### src/rtl/mdio_pkg.sv
// rtl/mdio_pkg.sv - shared encodings and frame layout for the MDIO master
// Clause-22 field positions inside the 32-bit frame, plus the frame builder.
package mdio_pkg;

    typedef enum logic [2:0] {
        S_IDLE,
        S_PREAMBLE,
        S_SEND,
        S_READ,
        S_DONE
    } mdio_state_e;

    localparam logic [1:0] ST_CODE = 2'b01;
    localparam logic [1:0] OP_WR   = 2'b01;
    localparam logic [1:0] OP_RD   = 2'b10;
    localparam logic [1:0] TA_WR   = 2'b10;

    localparam int FRAME_BITS = 32;
    localparam int DATA_BITS  = 16;

    localparam int POS_ST   = 30;
    localparam int POS_OP   = 28;
    localparam int POS_PHY  = 23;
    localparam int POS_REG  = 18;
    localparam int POS_TA   = 16;
    localparam int POS_DATA = 0;

    // Read frames carry zeros in the data field; those bits are never driven.
    function automatic logic [FRAME_BITS-1:0] build_frame(
        input logic                 wr,
        input logic [4:0]           phy_addr,
        input logic [4:0]           reg_addr,
        input logic [DATA_BITS-1:0] wdata
    );
        logic [FRAME_BITS-1:0] f;
        f = '0;
        f[POS_ST +: 2]          = ST_CODE;
        f[POS_OP +: 2]          = wr ? OP_WR : OP_RD;
        f[POS_PHY +: 5]         = phy_addr;
        f[POS_REG +: 5]         = reg_addr;
        f[POS_TA +: 2]          = TA_WR;
        f[POS_DATA +: DATA_BITS] = wr ? wdata : '0;
        return f;
    endfunction

endpackage

### src/rtl/mdio_rr_arbiter.sv
// rtl/mdio_rr_arbiter.sv - round-robin arbiter with rotating pointer
// Grants the first requester at or after the pointer; pointer advances past the winner.
module mdio_rr_arbiter #(
    parameter int NUM_REQ = 2
) (
    input  logic                       clk,
    input  logic                       reset,
    input  logic [NUM_REQ-1:0]         req_valid,
    input  logic                       enable,
    output logic [NUM_REQ-1:0]         grant,
    output logic [$clog2(NUM_REQ)-1:0] grant_idx
);

    localparam int IDX_W = $clog2(NUM_REQ);

    logic [IDX_W-1:0] ptr_q, ptr_d;

    always_comb begin
        int   idx;
        logic found;
        idx       = 0;
        found     = 1'b0;
        grant     = '0;
        grant_idx = '0;
        ptr_d     = ptr_q;
        for (int k = 0; k < NUM_REQ; k++) begin
            idx = int'(ptr_q) + k;
            if (idx >= NUM_REQ) begin
                idx = idx - NUM_REQ;
            end
            if (!found && req_valid[idx]) begin
                found     = 1'b1;
                grant_idx = IDX_W'(idx);
            end
        end
        if (enable && found) begin
            grant[grant_idx] = 1'b1;
            ptr_d = (grant_idx == IDX_W'(NUM_REQ - 1)) ? '0 : grant_idx + 1'b1;
        end
    end

    always_ff @(posedge clk or negedge reset) begin
        if (!reset) begin
            ptr_q <= '0;
        end else begin
            ptr_q <= ptr_d;
        end
    end

endmodule

### src/rtl/controlador_mdio.sv
// rtl/controlador_mdio.sv - shared Clause-22 MDIO master with round-robin requesters
// Optional 32-bit preamble before each frame when MDIO_PREAMBLE_EN is defined.
module controlador_mdio
    import mdio_pkg::*;
#(
    parameter int NUM_REQ = 2,
    parameter int MDC_DIV = 4
) (
    input  logic                   clk,
    input  logic                   reset,
    input  logic [NUM_REQ-1:0]     req_valid,
    input  logic [NUM_REQ-1:0]     req_write,
    input  logic [5*NUM_REQ-1:0]   req_phy_addr,
    input  logic [5*NUM_REQ-1:0]   req_reg_addr,
    input  logic [16*NUM_REQ-1:0]  req_wdata,
    output logic [NUM_REQ-1:0]     req_ready,
    output logic [NUM_REQ-1:0]     rsp_valid,
    output logic [DATA_BITS-1:0]   rsp_rdata,
    output logic                   busy,
    output logic                   mdc,
    output logic                   mdio_out,
    output logic                   mdio_oe,
    input  logic                   mdio_in
);

    localparam int IDX_W = $clog2(NUM_REQ);
    localparam int DIV_W = (MDC_DIV > 1) ? $clog2(MDC_DIV) : 1;

    mdio_state_e            state_q, state_d;
    logic [DIV_W-1:0]       div_q, div_d;
    logic                   mdc_q, mdc_d;
    logic                   out_q, out_d;
    logic                   oe_q, oe_d;
    logic [4:0]             bit_q, bit_d;
    logic [FRAME_BITS-1:0]  shift_q, shift_d;
    logic [DATA_BITS-1:0]   rx_q, rx_d;
    logic [DATA_BITS-1:0]   rdata_q, rdata_d;
    logic                   wr_q, wr_d;
    logic [IDX_W-1:0]       gidx_q, gidx_d;
    logic [NUM_REQ-1:0]     rsp_q, rsp_d;

    logic                   arb_en;
    logic [NUM_REQ-1:0]     grant;
    logic [IDX_W-1:0]       grant_idx;
    logic [FRAME_BITS-1:0]  frame;
    logic                   tick, rise, fall;

    // Gating with reset keeps req_ready/busy low while reset is held.
    assign arb_en = (state_q == S_IDLE) && reset;

    mdio_rr_arbiter #(.NUM_REQ(NUM_REQ)) u_arb (
        .clk       (clk),
        .reset     (reset),
        .req_valid (req_valid),
        .enable    (arb_en),
        .grant     (grant),
        .grant_idx (grant_idx)
    );

    assign req_ready = grant;
    assign busy      = (state_q != S_IDLE) || (|grant);
    assign rsp_valid = rsp_q;
    assign rsp_rdata = rdata_q;
    assign mdc       = mdc_q;
    assign mdio_out  = out_q;
    assign mdio_oe   = oe_q;

    assign tick = (div_q == DIV_W'(MDC_DIV - 1));
    assign rise = tick && !mdc_q;
    assign fall = tick && mdc_q;

    always_comb begin
        int gsel;
        gsel    = int'(grant_idx);
        frame   = build_frame(req_write[grant_idx], req_phy_addr[gsel*5 +: 5],
                              req_reg_addr[gsel*5 +: 5], req_wdata[gsel*16 +: 16]);
        state_d = state_q;
        div_d   = div_q;
        mdc_d   = mdc_q;
        out_d   = out_q;
        oe_d    = oe_q;
        bit_d   = bit_q;
        shift_d = shift_q;
        rx_d    = rx_q;
        rdata_d = rdata_q;
        wr_d    = wr_q;
        gidx_d  = gidx_q;
        rsp_d   = '0;

        if (state_q == S_PREAMBLE || state_q == S_SEND || state_q == S_READ) begin
            div_d = tick ? '0 : div_q + 1'b1;
            if (tick) begin
                mdc_d = ~mdc_q;
            end
        end

        case (state_q)
            S_IDLE: begin
                if (|grant) begin
                    wr_d    = req_write[grant_idx];
                    gidx_d  = grant_idx;
                    shift_d = frame;
                    div_d   = '0;
                    mdc_d   = 1'b0;
                    bit_d   = '0;
                    oe_d    = 1'b1;
`ifdef MDIO_PREAMBLE_EN
                    state_d = S_PREAMBLE;
                    out_d   = 1'b1;
`else
                    state_d = S_SEND;
                    out_d   = frame[FRAME_BITS-1];
`endif
                end
            end
`ifdef MDIO_PREAMBLE_EN
            S_PREAMBLE: begin
                if (fall) begin
                    bit_d = bit_q + 1'b1;
                    if (bit_q == 5'd31) begin
                        state_d = S_SEND;
                        out_d   = shift_q[FRAME_BITS-1];
                    end
                end
            end
`endif
            S_SEND: begin
                if (fall) begin
                    bit_d   = bit_q + 1'b1;
                    shift_d = shift_q << 1;
                    out_d   = shift_q[FRAME_BITS-2];
                    // Reads release the bus after the turnaround field.
                    if (!wr_q && bit_q == 5'd15) begin
                        state_d = S_READ;
                        oe_d    = 1'b0;
                        out_d   = 1'b0;
                    end else if (bit_q == 5'd31) begin
                        state_d       = S_DONE;
                        oe_d          = 1'b0;
                        out_d         = 1'b0;
                        rsp_d[gidx_q] = 1'b1;
                    end
                end
            end
            S_READ: begin
                if (rise) begin
                    rx_d = {rx_q[DATA_BITS-2:0], mdio_in};
                end
                if (fall) begin
                    bit_d = bit_q + 1'b1;
                    if (bit_q == 5'd31) begin
                        state_d       = S_DONE;
                        rdata_d       = rx_q;
                        rsp_d[gidx_q] = 1'b1;
                    end
                end
            end
            S_DONE: begin
                state_d = S_IDLE;
            end
            default: begin
                state_d = S_IDLE;
            end
        endcase
    end

    always_ff @(posedge clk or negedge reset) begin
        if (!reset) begin
            state_q <= S_IDLE;
            div_q   <= '0;
            mdc_q   <= 1'b0;
            out_q   <= 1'b0;
            oe_q    <= 1'b0;
            bit_q   <= '0;
            shift_q <= '0;
            rx_q    <= '0;
            rdata_q <= '0;
            wr_q    <= 1'b0;
            gidx_q  <= '0;
            rsp_q   <= '0;
        end else begin
            state_q <= state_d;
            div_q   <= div_d;
            mdc_q   <= mdc_d;
            out_q   <= out_d;
            oe_q    <= oe_d;
            bit_q   <= bit_d;
            shift_q <= shift_d;
            rx_q    <= rx_d;
            rdata_q <= rdata_d;
            wr_q    <= wr_d;
            gidx_q  <= gidx_d;
            rsp_q   <= rsp_d;
        end
    end

endmodule

### config.mk
export PLATFORM = sky130hd
export DESIGN_NAME = controlador_mdio
export DESIGN_NICKNAME = d
export VERILOG_FILES = /design/src/rtl/mdio_pkg.sv /design/src/rtl/mdio_rr_arbiter.sv /design/src/rtl/controlador_mdio.sv
export SDC_FILE = /design/constraint.sdc
export NUM_CORES = 1
export LEC_CHECK = 0
export CORE_ASPECT_RATIO = 1.2
export CORE_UTILIZATION = 46
export CTS_BUF_LIST = sky130_fd_sc_hd__clkbuf_4 sky130_fd_sc_hd__clkbuf_8 sky130_fd_sc_hd__clkbuf_16
export DETAILED_ROUTE_END_ITERATION = 7
export MAX_ROUTING_LAYER = met4
export PLACE_DENSITY_LB_ADDON = 0.12
export SYNTH_ARGS = -nofsm -noshare
export SYNTH_HDL_FRONTEND = slang
export SYNTH_SLANG_ARGS = --single-unit
### constraint.sdc
create_clock -name clk -period 2 [get_ports clk]
set_input_delay 0.2 -clock clk [delete_from_list [all_inputs] [get_ports clk]]
set_output_delay 0.2 -clock clk [all_outputs]
set_load 0.01 [all_outputs]
==> impl_metrics.json, run 1 <==
{
  "status": "finished clean",
  "critical_path_required_ps": 1800,
  "placeableCoreArea_sq_um": 8560,
  "clock_tree.buffer_depth": 2,
  "cellLeakagePower_nw": 2.42,
  "clkSlewWorstSetupHoldPaths_ps": 90,
  "route.final.wire_length_mm": 8.81,
  "r2r_slack_ps": 100,
  "worstReg2RegStart": "bit_q[0]",
  "synth_common_cells": "sky130_fd_sc_hd__dfrtp_1 (81), sky130_fd_sc_hd__nand2_1 (41), sky130_fd_sc_hd__a21oi_1 (35)",
  "placed_instances": 588,
  "cts-root-buf": "sky130_fd_sc_hd__clkbuf_8",
  "numCtsBuffers": 9,
  "htree_levels": 3,
  "number_of_synthesized_flops_with_an_enable_pin": 0,
  "timing.reg2reg.worst_path_depth": 7,
  "crit_slowest_cell": "sky130_fd_sc_hd__clkdlybuf4s50_1",
  "fill_cells": 718,
  "flow.area_growth_from_synthesis_pct": 31.4,
  "die-height_microns": 105,
  "syn_inst": 396,
  "design.die.area_sq_um": 9160,
  "final_min_period_over_clock_period_pct": 96.0,
  "worst_r2r_endpoint": "rsp_rdata[6]",
  "antenna_found_initial": 0,
  "synth.area.top_cells": "sky130_fd_sc_hd__dfrtp_1 (50%), sky130_fd_sc_hd__mux2_2 (6.1%), sky130_fd_sc_hd__a21oi_1 (4.3%), sky130_fd_sc_hd__o21ai_0 (4.1%), sky130_fd_sc_hd__nand2_1 (3.8%)",
  "crit_type": "flip-flop to output port",
  "final_period_minus_worst_setup_slack_ps": 1920,
  "cts_num_sinks": 81,
  "port_buffers": 82,
  "setup.worst_path.start": "state_q[1]",
  "drc": 0,
  "max_freq_mhz": 521,
  "vdd_ir_drop_max_uv": 370,
  "synthesis.area_sq_um": 4040,
  "number_of_inserted_diodes": 0,
  "critPathArrivalTime_ps": 1720,
  "hold_ws_ps": 7.09,
  "final_hold_viol_count": 0,
  "report.final.setup_viol": 0,
  "critPathCapture": "busy",
  "timing.max_slew.rel_slack_pct": 58.7,
  "yosys_most_used_dff": "sky130_fd_sc_hd__dfrtp_1",
  "power_per_cell_area_nw_per_um2": 941,
  "unrepaired_setup_endpoints_after_global_routing": "false",
  "routed_wire_length_per_instance_microns": 14.6,
  "crit_cells": 4,
  "ios": 83,
  "critical_path_cell_by_cell": "buf_12 > nor3_1 > nand2_1 > clkdlybuf4s50_1",
  "clock_skew_ps": 13.4,
  "layout.cells.non_filler": 605,
  "synth_most_common_cell": "sky130_fd_sc_hd__dfrtp_1",
  "number_of_global_route_vias_before_repair": 3301,
  "worst_pin_slew_ps": 619,
  "synth-compound-area-share_pct": 18.6,
  "synth_async_sr_flop_share_pct": 100,
  "critical_path_buf_inv_count": 2,
  "finish.net_count": 548,
  "grt_start_max_net_pins": 52,
  "netlist.area_leader.share_pct": 50.2,
  "maxSlewViolCount": 0,
  "critPathTopFamily": "buffers and inverters",
  "synthesis.yosys.warnings": 0,
  "post_route_cells_drive_above_1_share_pct": 18.9,
  "share_of_synthesized_area_occupied_by_flip_flops_and_latches_pct": 50.2,
  "post_synth_fa_ha_maj_area_fraction_pct": 1.86,
  "syn_area_per_cell_sq_um": 10.2,
  "tritoncts": "done",
  "share_of_cell_area_taken_by_muxes_after_synthesis_pct": 10.3,
  "final_sum_of_negative_setup_slack_ps": 0,
  "initial_core_util_pct": 47.2,
  "clock_latency_ps": 350,
  "detail_route.iter0.violations": 184,
  "post_synth_num_cell_types": 47,
  "postSynthRegisterBits": 81,
  "ctsHoldBuffers": 0,
  "cp-start-kind": "flip-flop",
  "ff_latch_area_sq_um": 2030,
  "route.vias.total": 3285,
  "global_route.overflow_total": 0,
  "main_combinational_cell_family_by_area_after_synthesis": "compound AO/OA/AOI/OAI gates",
  "synth.largest_area_cell": "sky130_fd_sc_hd__dfrtp_1",
  "post_drt_via_cell_ratio": 5.43,
  "crit_path_max_fanout": 32,
  "multiInputGateArea_sq_um": 1890,
  "post_synth_xor_area_fraction_pct": 0,
  "critical_path.max_stage_delay_ps": 480,
  "grtUsageTotal_pct": 21.6,
  "synth_net_count": 461,
  "maxCapViolations": 0,
  "number_of_routed_nets_with_antenna_violations": 0,
  "timing.hold.worst.class": "input port to async pin",
  "yosys.area_share.simple_pct": 15.0,
  "die_width_microns": 87.5,
  "detailed_place_hpwl_mm": 6.50,
  "setup.worst_path.end_class": "output port",
  "detailedRoute.firstPassIterationCount": 5,
  "grt_pass1_wl_mm": 15.2,
  "final_weighted_congestion_in_routability_driven_placement": 0.878,
  "number_of_placement_rows": 37
}
-- where the power goes --
| group | leakage, nW | switching, mW | internal, mW |
|---|---|---|---|
| Clock | 0.0966 | 0.604 | 0.587 |
| Sequential | 1.03 | 0.256 | 2.05 |
| Combinational | 1.30 | 0.805 | 0.691 |
-- timing repair --
action | in CTS | in global routing
resized for setup | 9 | 4
setup buffers | 0 | 1
pin swaps | 1 | 1
setup endpoints to repair | 2 | 18
-- placed cells by master, fill, tap and decap left out, drive strengths merged, types with 9 or more instances in the layout --
cell	netlist	routed
a211oi	10	10
and3	12	12
a21oi	35	35
buf	14	28
mux2	32	32
clkbuf	17	9
inv	7	10
clkdlybuf4s50	0	79
o31ai	13	13
and4	15	15
dfrtp	81	81
nand2	42	42
a31oi	17	17
nor2	21	21
o21ai	36	36
-- metal layers --
layer  wire length, microns  up-vias  GRT usage [%]
li1                       -     1612              -
met1                   3960     1584           26.3
met2                   4380       80           34.8
met3                    322        9           4.11
met4                    144        0           8.90
met5                      0        -              -
-- final cells by class --
| cell class | instances | share of cell area (%) |
|---|---|---|
| repair buffers | 107 | 19.2 |
| clock inverters | 7 | 1.44 |
| well taps | 117 | 2.76 |
| multi-input cells | 277 | 35.5 |
| flip-flops and latches | 81 | 38.2 |
| inverters | 7 | 0.495 |
| clock buffers | 9 | 2.33 |
-- flip-flops by register name (all words and copies together) (netlist names) --
| register | cells |
|---|---|
| state_q | 3 |
| rsp_valid | 2 |
| u_arb.ptr_q | 1 |
| rx_q | 16 |
| mdc | 1 |
| rsp_rdata | 16 |
| mdio_out | 1 |
| gidx_q | 1 |
| mdio_oe | 1 |
| shift_q | 31 |
| div_q | 2 |
| bit_q | 5 |
| wr_q | 1 |
-- stage by stage --
step / instance area, sq um / total power, mW / utilization [%] / worst slack [ps]
finish: 5310 / 5.00 / 62.0 / 80.4
global route: 5310 / 5.38 / 62.0 / 1.39
CTS: 5300 / 5.04 / 61.9 / 3.63
detailed placement: 5080 / 3.84 / 59.4 / -220
global placement: 5080 / 3.78 / 59.4 / -177
floorplan: 4060 / 3.27 / - / 24.8
-- how the worst min path moves through the flow --
stage	slack [ps]	cells past startpoint	to	from
floorplan	-100	0	bit_q[0]	reset
global placement	410	2	rsp_rdata[12]	reset
detailed placement	420	2	rx_q[12]	reset
CTS	20	2	rsp_rdata[9]	reset
global route	60	2	rsp_rdata[11]	reset
finish	7	2	rsp_rdata[9]	reset
-- kinds of logic (layout without fill, tap and decap cells) --
logic type | count (synthesis) | in the layout
buf+inv | 38 | 130
fa+ha+maj | 6 | 6
mux | 34 | 34
simple gates | 113 | 113
flops | 81 | 81
compound gates | 124 | 124
Power figures use the tool's default switching activity.
==> inputs of run 2 (changes only) <==
--- a/config.mk
+++ b/config.mk
@@ -6,9 +6,10 @@
 export NUM_CORES = 1
 export LEC_CHECK = 0
 export CORE_ASPECT_RATIO = 1.2
-export CORE_UTILIZATION = 46
+export CORE_UTILIZATION = 57
 export CTS_BUF_LIST = sky130_fd_sc_hd__clkbuf_4 sky130_fd_sc_hd__clkbuf_8 sky130_fd_sc_hd__clkbuf_16
 export DETAILED_ROUTE_END_ITERATION = 7
+export DONT_BUFFER_PORTS = 1
 export MAX_ROUTING_LAYER = met4
 export PLACE_DENSITY_LB_ADDON = 0.12
 export SYNTH_ARGS = -nofsm -noshare
==> run 2 against run 1 <==
The flow now finishes with violations (hold timing). Wire length decreased by 6.5%. Via count is 9.5% lower. Critical endpoint is now rsp_rdata[11]. Critical path depth is 3 higher.
==> impl_metrics.json, run 2 (synthesis results as in run 1) <==
{
  "flow.area_growth_from_synthesis_pct": 10.0,
  "tritoncts": "done",
  "cellLeakagePower_nw": 2.09,
  "final_sum_of_negative_setup_slack_ps": 0,
  "grtUsageTotal_pct": 24.4,
  "clkSlewWorstSetupHoldPaths_ps": 80,
  "cts-root-buf": "sky130_fd_sc_hd__clkbuf_8",
  "ios": 83,
  "detail_route.iter0.violations": 142,
  "maxCapViolations": 0,
  "antenna_found_initial": 0,
  "timing.hold.worst.class": "input port to async pin",
  "ctsHoldBuffers": 1,
  "placed_area_sq_um": 4160,
  "drc": 0,
  "routed_wire_length_per_instance_microns": 17.0,
  "die-height_microns": 94.2,
  "worst_pin_slew_ps": 504,
  "end_of_flow_core_utilization_pct": 64.8,
  "status": "complete, but fails checks",
  "wirelength_met1_mm": 3.61,
  "route.final.wire_length_mm": 8.24,
  "unrepaired_setup_endpoints_after_global_routing": "false",
  "crit_path_max_fanout": 16,
  "maxUsedRoutingLayer": "met4",
  "initial_core_util_pct": 58.9,
  "timing.reg2reg.worst_path_depth": 7,
  "final_min_period_over_clock_period_pct": 96.9,
  "detailedRoute.firstPassIterationCount": 4,
  "post_route_cells_drive_above_1_share_pct": 20.6,
  "number_of_placement_rows": 33,
  "final_hold_viol_count": 81,
  "clock_latency_ps": 350,
  "die_width_microns": 78.8,
  "crit_type": "flip-flop to flip-flop",
  "cts_num_sinks": 81,
  "clock_skew_ps": 9.90,
  "power_per_cell_area_nw_per_um2": 1110,
  "placeableCoreArea_sq_um": 6850,
  "violations": "hold timing",
  "max_freq_mhz": 516,
  "fill_cells": 558,
  "cts_post_setup_buffers_inserted": 0,
  "number_of_routed_nets_with_antenna_violations": 0,
  "global_route.overflow_total": 0,
  "htree_levels": 3,
  "number_of_inserted_diodes": 0,
  "port_buffers": 0,
  "numCtsBuffers": 9,
  "grt_start_max_net_pins": 83,
  "timing.max_slew.rel_slack_pct": 66.3,
  "top_register_by_number_of_flip_flops": "shift_q",
  "setup.worst_path.end_class": "flip-flop",
  "critPathArrivalTime_ps": 2160,
  "power.total_mw": 4.95,
  "report.final.setup_viol": 0,
  "number_of_global_route_vias_before_repair": 2891,
  "cp-start-kind": "flip-flop",
  "maxSlewViolCount": 0,
  "post_drt_via_cell_ratio": 6.13,
  "met3RoutedLength_microns": 357,
  "route.vias.total": 2972,
  "hold_ws_ps": -462,
  "finish.net_count": 458,
  "wl_met2_mm": 4.18,
  "final_period_minus_worst_setup_slack_ps": 1940,
  "layout.cells.most_common": "sky130_fd_sc_hd__dfrtp_1",
  "finalInstanceArea_sq_um": 4440,
  "ff_latch_area_sq_um": 2030,
  "multiInputGateArea_sq_um": 1900,
  "final_weighted_congestion_in_routability_driven_placement": 0.823,
  "detailed_place_hpwl_mm": 5.69,
  "vdd_ir_drop_max_uv": 491,
  "design.die.area_sq_um": 7430,
  "commonest_cells_after_routing_fill_and_taps_aside": "sky130_fd_sc_hd__dfrtp_1 (80), sky130_fd_sc_hd__nand2_1 (39), sky130_fd_sc_hd__a21oi_1 (34)",
  "critical_path_required_ps": 2220,
  "largest_register_ff_count": 31,
  "grt_pass1_wl_mm": 13.5,
  "clock_tree.buffer_depth": 2
}
==> run 2: changes by cell type in the layout (fill, tap and decap cells not counted), moves of 2 or more <==
cell	change
sky130_fd_sc_hd__buf_2	-2
sky130_fd_sc_hd__buf_4	-11
sky130_fd_sc_hd__clkdlybuf4s50_1	-79
sky130_fd_sc_hd__clkinv_4	+3
sky130_fd_sc_hd__clkinvlp_4	-2
sky130_fd_sc_hd__inv_6	-3
==> run 2: where the power goes <==
part	internal (mW)	switching (mW)
logic	0.557	0.744
registers	2.05	0.270
clock network	0.741	0.582
==> run 2: what timing repair did <==
| item | 4_1_cts | 5_1_grt |
|---|---|---|
| endpoints found under the hold margin | 82 | 81 |
| pin swaps | 0 | 1 |
| cloned | 0 | 1 |
| gates resized for setup | 2 | 7 |
| endpoints found under the setup margin | 1 | 43 |
==> run 2: final cells by class <==
class	instances	area share, %
clock buffer	10	3.10
multi-input combinational	278	42.8
sequential	81	45.6
inverter	7	0.591
tap	87	2.45
timing repair buffer	16	3.32
clock inverter	6	2.06
==> run 2: per-layer routing <==
layer | vias up | track usage [%]
met4 | 0 | 8.79
met5 | - | -
met3 | 8 | 4.17
met1 | 1438 | 29.9
met2 | 84 | 40.8
li1 | 1442 | -
==> run 2: final timing paths <==
path                       slack [ps]       endpoint         start
setup / recovery                   60  rsp_rdata[11]      bit_q[1]
hold / removal                   -460   rsp_rdata[4]         reset
setup reg to reg                   60  rsp_rdata[11]      bit_q[1]
hold reg to reg                   500       div_q[1]      div_q[1]
max in group asynchronous        2350     state_q[1]         reset
min in group clk                  140     shift_q[1]  req_valid[1]
==> run 2: through the flow <==
| step | std cells | setup slack (ps) |
|---|---|---|
| floorplan | 396 | 24.8 |
| detailed placement | 467 | 22.3 |
| global route | 485 | 5.21 |
| global placement | 467 | 76.9 |
| CTS | 484 | 11.7 |
| finish | 485 | 61.0 |
==> run 2: critical path, stage by stage (launching register included) <==
cell	delay [ps]
sky130_fd_sc_hd__dfrtp_1	380
sky130_fd_sc_hd__ha_2	190
sky130_fd_sc_hd__and3_4	190
sky130_fd_sc_hd__ha_2	180
sky130_fd_sc_hd__nand2_2	80
sky130_fd_sc_hd__or3_4	350
sky130_fd_sc_hd__buf_12	170
sky130_fd_sc_hd__mux2_4	300
==> inputs of run 3 (changes only) <==
--- a/config.mk
+++ b/config.mk
@@ -6,8 +6,10 @@
 export NUM_CORES = 1
 export LEC_CHECK = 0
 export CORE_ASPECT_RATIO = 1.2
+export CORE_MARGIN = 2
 export CORE_UTILIZATION = 57
 export CTS_BUF_LIST = sky130_fd_sc_hd__clkbuf_4 sky130_fd_sc_hd__clkbuf_8 sky130_fd_sc_hd__clkbuf_16
+export CTS_CLUSTER_DIAMETER = 200
 export DETAILED_ROUTE_END_ITERATION = 7
 export DONT_BUFFER_PORTS = 1
 export MAX_ROUTING_LAYER = met4
==> run 3 against run 2 <==
Highest routed layer unchanged. Non-clock buffer count is 7 higher. Via count is 0.67% higher. Fmax is 0.13% lower. The run still ends with hold timing left.
==> impl_metrics.json, run 3 (synthesis results as in run 1) <==
{
  "layout.cells.non_filler": 491,
  "detailed_place_hpwl_mm": 5.71,
  "ff_latch_area_sq_um": 2030,
  "routed_wire_length_per_instance_microns": 16.9,
  "vdd_ir_drop_max_uv": 529,
  "commonest_cells_after_routing_fill_and_taps_aside": "sky130_fd_sc_hd__dfrtp_1 (79), sky130_fd_sc_hd__nand2_1 (40), sky130_fd_sc_hd__a21oi_1 (35)",
  "clock_latency_ps": 350,
  "final_hold_viol_count": 81,
  "status": "complete, but fails checks",
  "layout.cells.most_common": "sky130_fd_sc_hd__dfrtp_1",
  "grtUsageTotal_pct": 23.9,
  "final_period_minus_worst_setup_slack_ps": 1940,
  "detail_route.iter0.violations": 96,
  "drc": 0,
  "post_route_cells_drive_above_1_share_pct": 21.8,
  "max_freq_mhz": 515,
  "clock_tree.buffer_depth": 2,
  "number_of_inserted_diodes": 0,
  "design.die.area_sq_um": 7780,
  "cts-root-buf": "sky130_fd_sc_hd__clkbuf_8",
  "route.vias.total": 2992,
  "post_drt_via_cell_ratio": 6.09,
  "grt_pass1_wl_mm": 13.8,
  "worst_pin_slew_ps": 545,
  "port_buffers": 0,
  "finish.net_count": 464,
  "power_per_cell_area_nw_per_um2": 1080,
  "cts_num_sinks": 81,
  "number_of_global_route_vias_before_repair": 2977,
  "number_of_routed_nets_with_antenna_violations": 0,
  "ctsHoldBuffers": 1,
  "critPathArrivalTime_ps": 2160,
  "timing.reg2reg.worst_path_depth": 7,
  "timing.hold.worst.class": "input port to async pin",
  "end_of_flow_core_utilization_pct": 65.1,
  "placed_instances": 467,
  "timing.max_slew.rel_slack_pct": 63.7,
  "cellLeakagePower_nw": 2.11,
  "timing.final.ws_setup_ps": 58.4,
  "die_width_microns": 80.8,
  "crit_type": "flip-flop to flip-flop",
  "flow.area_growth_from_synthesis_pct": 10.4,
  "global_route.overflow_total": 0,
  "number_of_placement_rows": 33,
  "report.final.setup_viol": 0,
  "pre_cts_ws_ps": -30.9,
  "hold_ws_ps": -463,
  "ios": 83,
  "violations": "hold timing",
  "die-height_microns": 96.2,
  "maxCapViolations": 0,
  "power.total_mw": 4.80,
  "multiInputGateArea_sq_um": 1890,
  "placeableCoreArea_sq_um": 6850,
  "largest_register_ff_count": 31,
  "antenna_found_initial": 0,
  "initial_core_util_pct": 58.9,
  "setup.worst_path.end_class": "flip-flop",
  "final_weighted_congestion_in_routability_driven_placement": 0.870,
  "maxSlewViolCount": 0,
  "clkSlewWorstSetupHoldPaths_ps": 80,
  "tritoncts": "done",
  "final_sum_of_negative_setup_slack_ps": 0,
  "worstReg2RegStart": "bit_q[1]",
  "critical_path_required_ps": 2220,
  "cp-start-kind": "flip-flop",
  "top_register_by_number_of_flip_flops": "shift_q",
  "route.final.wire_length_mm": 8.31,
  "detailedRoute.firstPassIterationCount": 7,
  "htree_levels": 3,
  "final_min_period_over_clock_period_pct": 97.1,
  "numCtsBuffers": 9,
  "clock_skew_ps": 11.9,
  "grt_start_max_net_pins": 83,
  "fill_cells": 570,
  "setup.worst_path.start": "bit_q[1]",
  "placed_area_sq_um": 4170,
  "finalInstanceArea_sq_um": 4460,
  "crit_path_max_fanout": 16
}
-- run 3: final cells by class --
| cell class | count | area share [%] |
|---|---|---|
| Clock inverter | 5 | 1.26 |
| Inverter | 7 | 0.589 |
| Clock buffer | 11 | 3.11 |
| Timing Repair Buffer | 23 | 4.77 |
| Multi-Input combinational cell | 277 | 42.3 |
| Sequential cell | 81 | 45.5 |
| Tap cell | 87 | 2.44 |
-- run 3: worst paths after layout --
kind / slack (ps) / endpoint
worst min-delay path: -460 / shift_q[21]
worst max-delay path: 60 / rsp_rdata[10]
min in group clk: 140 / shift_q[22]
max in group asynchronous: 2300 / shift_q[30]
worst max register to register: 60 / rsp_rdata[10]
worst min register to register: 490 / rsp_valid[0]
-- run 3: layer usage --
| metal | share of wire (%) | wire length (microns) | track usage, % | vias up |
|---|---|---|---|---|
| met3 | 4.8 | 397 | 5.63 | 9 |
| li1 | - | - | - | 1453 |
| met2 | 51 | 4200 | 38.8 | 79 |
| met4 | 1.3 | 110 | 8.62 | 0 |
| met5 | 0 | 0 | - | - |
| met1 | 43 | 3600 | 29.0 | 1451 |
-- run 3: what timing repair did --
action	CTS	global route
endpoints found under the setup margin	20	31
setup buffers	0	7
resized for setup	5	4
endpoints found under the hold margin	82	81
pin swaps	0	1
gates cloned	0	0
-- run 3: power by group --
group          switching (mW)  internal, mW
combinational           0.736         0.577
sequential              0.255          2.06
clock                   0.570         0.603
total                    1.56          3.24
-- run 3: worst max-delay path, cell delays in order, from the launching register on --
cell and delay [ps]:
sky130_fd_sc_hd__dfrtp_1 370, sky130_fd_sc_hd__ha_2 180, sky130_fd_sc_hd__and3_4 190, sky130_fd_sc_hd__ha_2 190, sky130_fd_sc_hd__nand2_2 80, sky130_fd_sc_hd__or3_4 350
sky130_fd_sc_hd__buf_12 170, sky130_fd_sc_hd__mux2_4 300
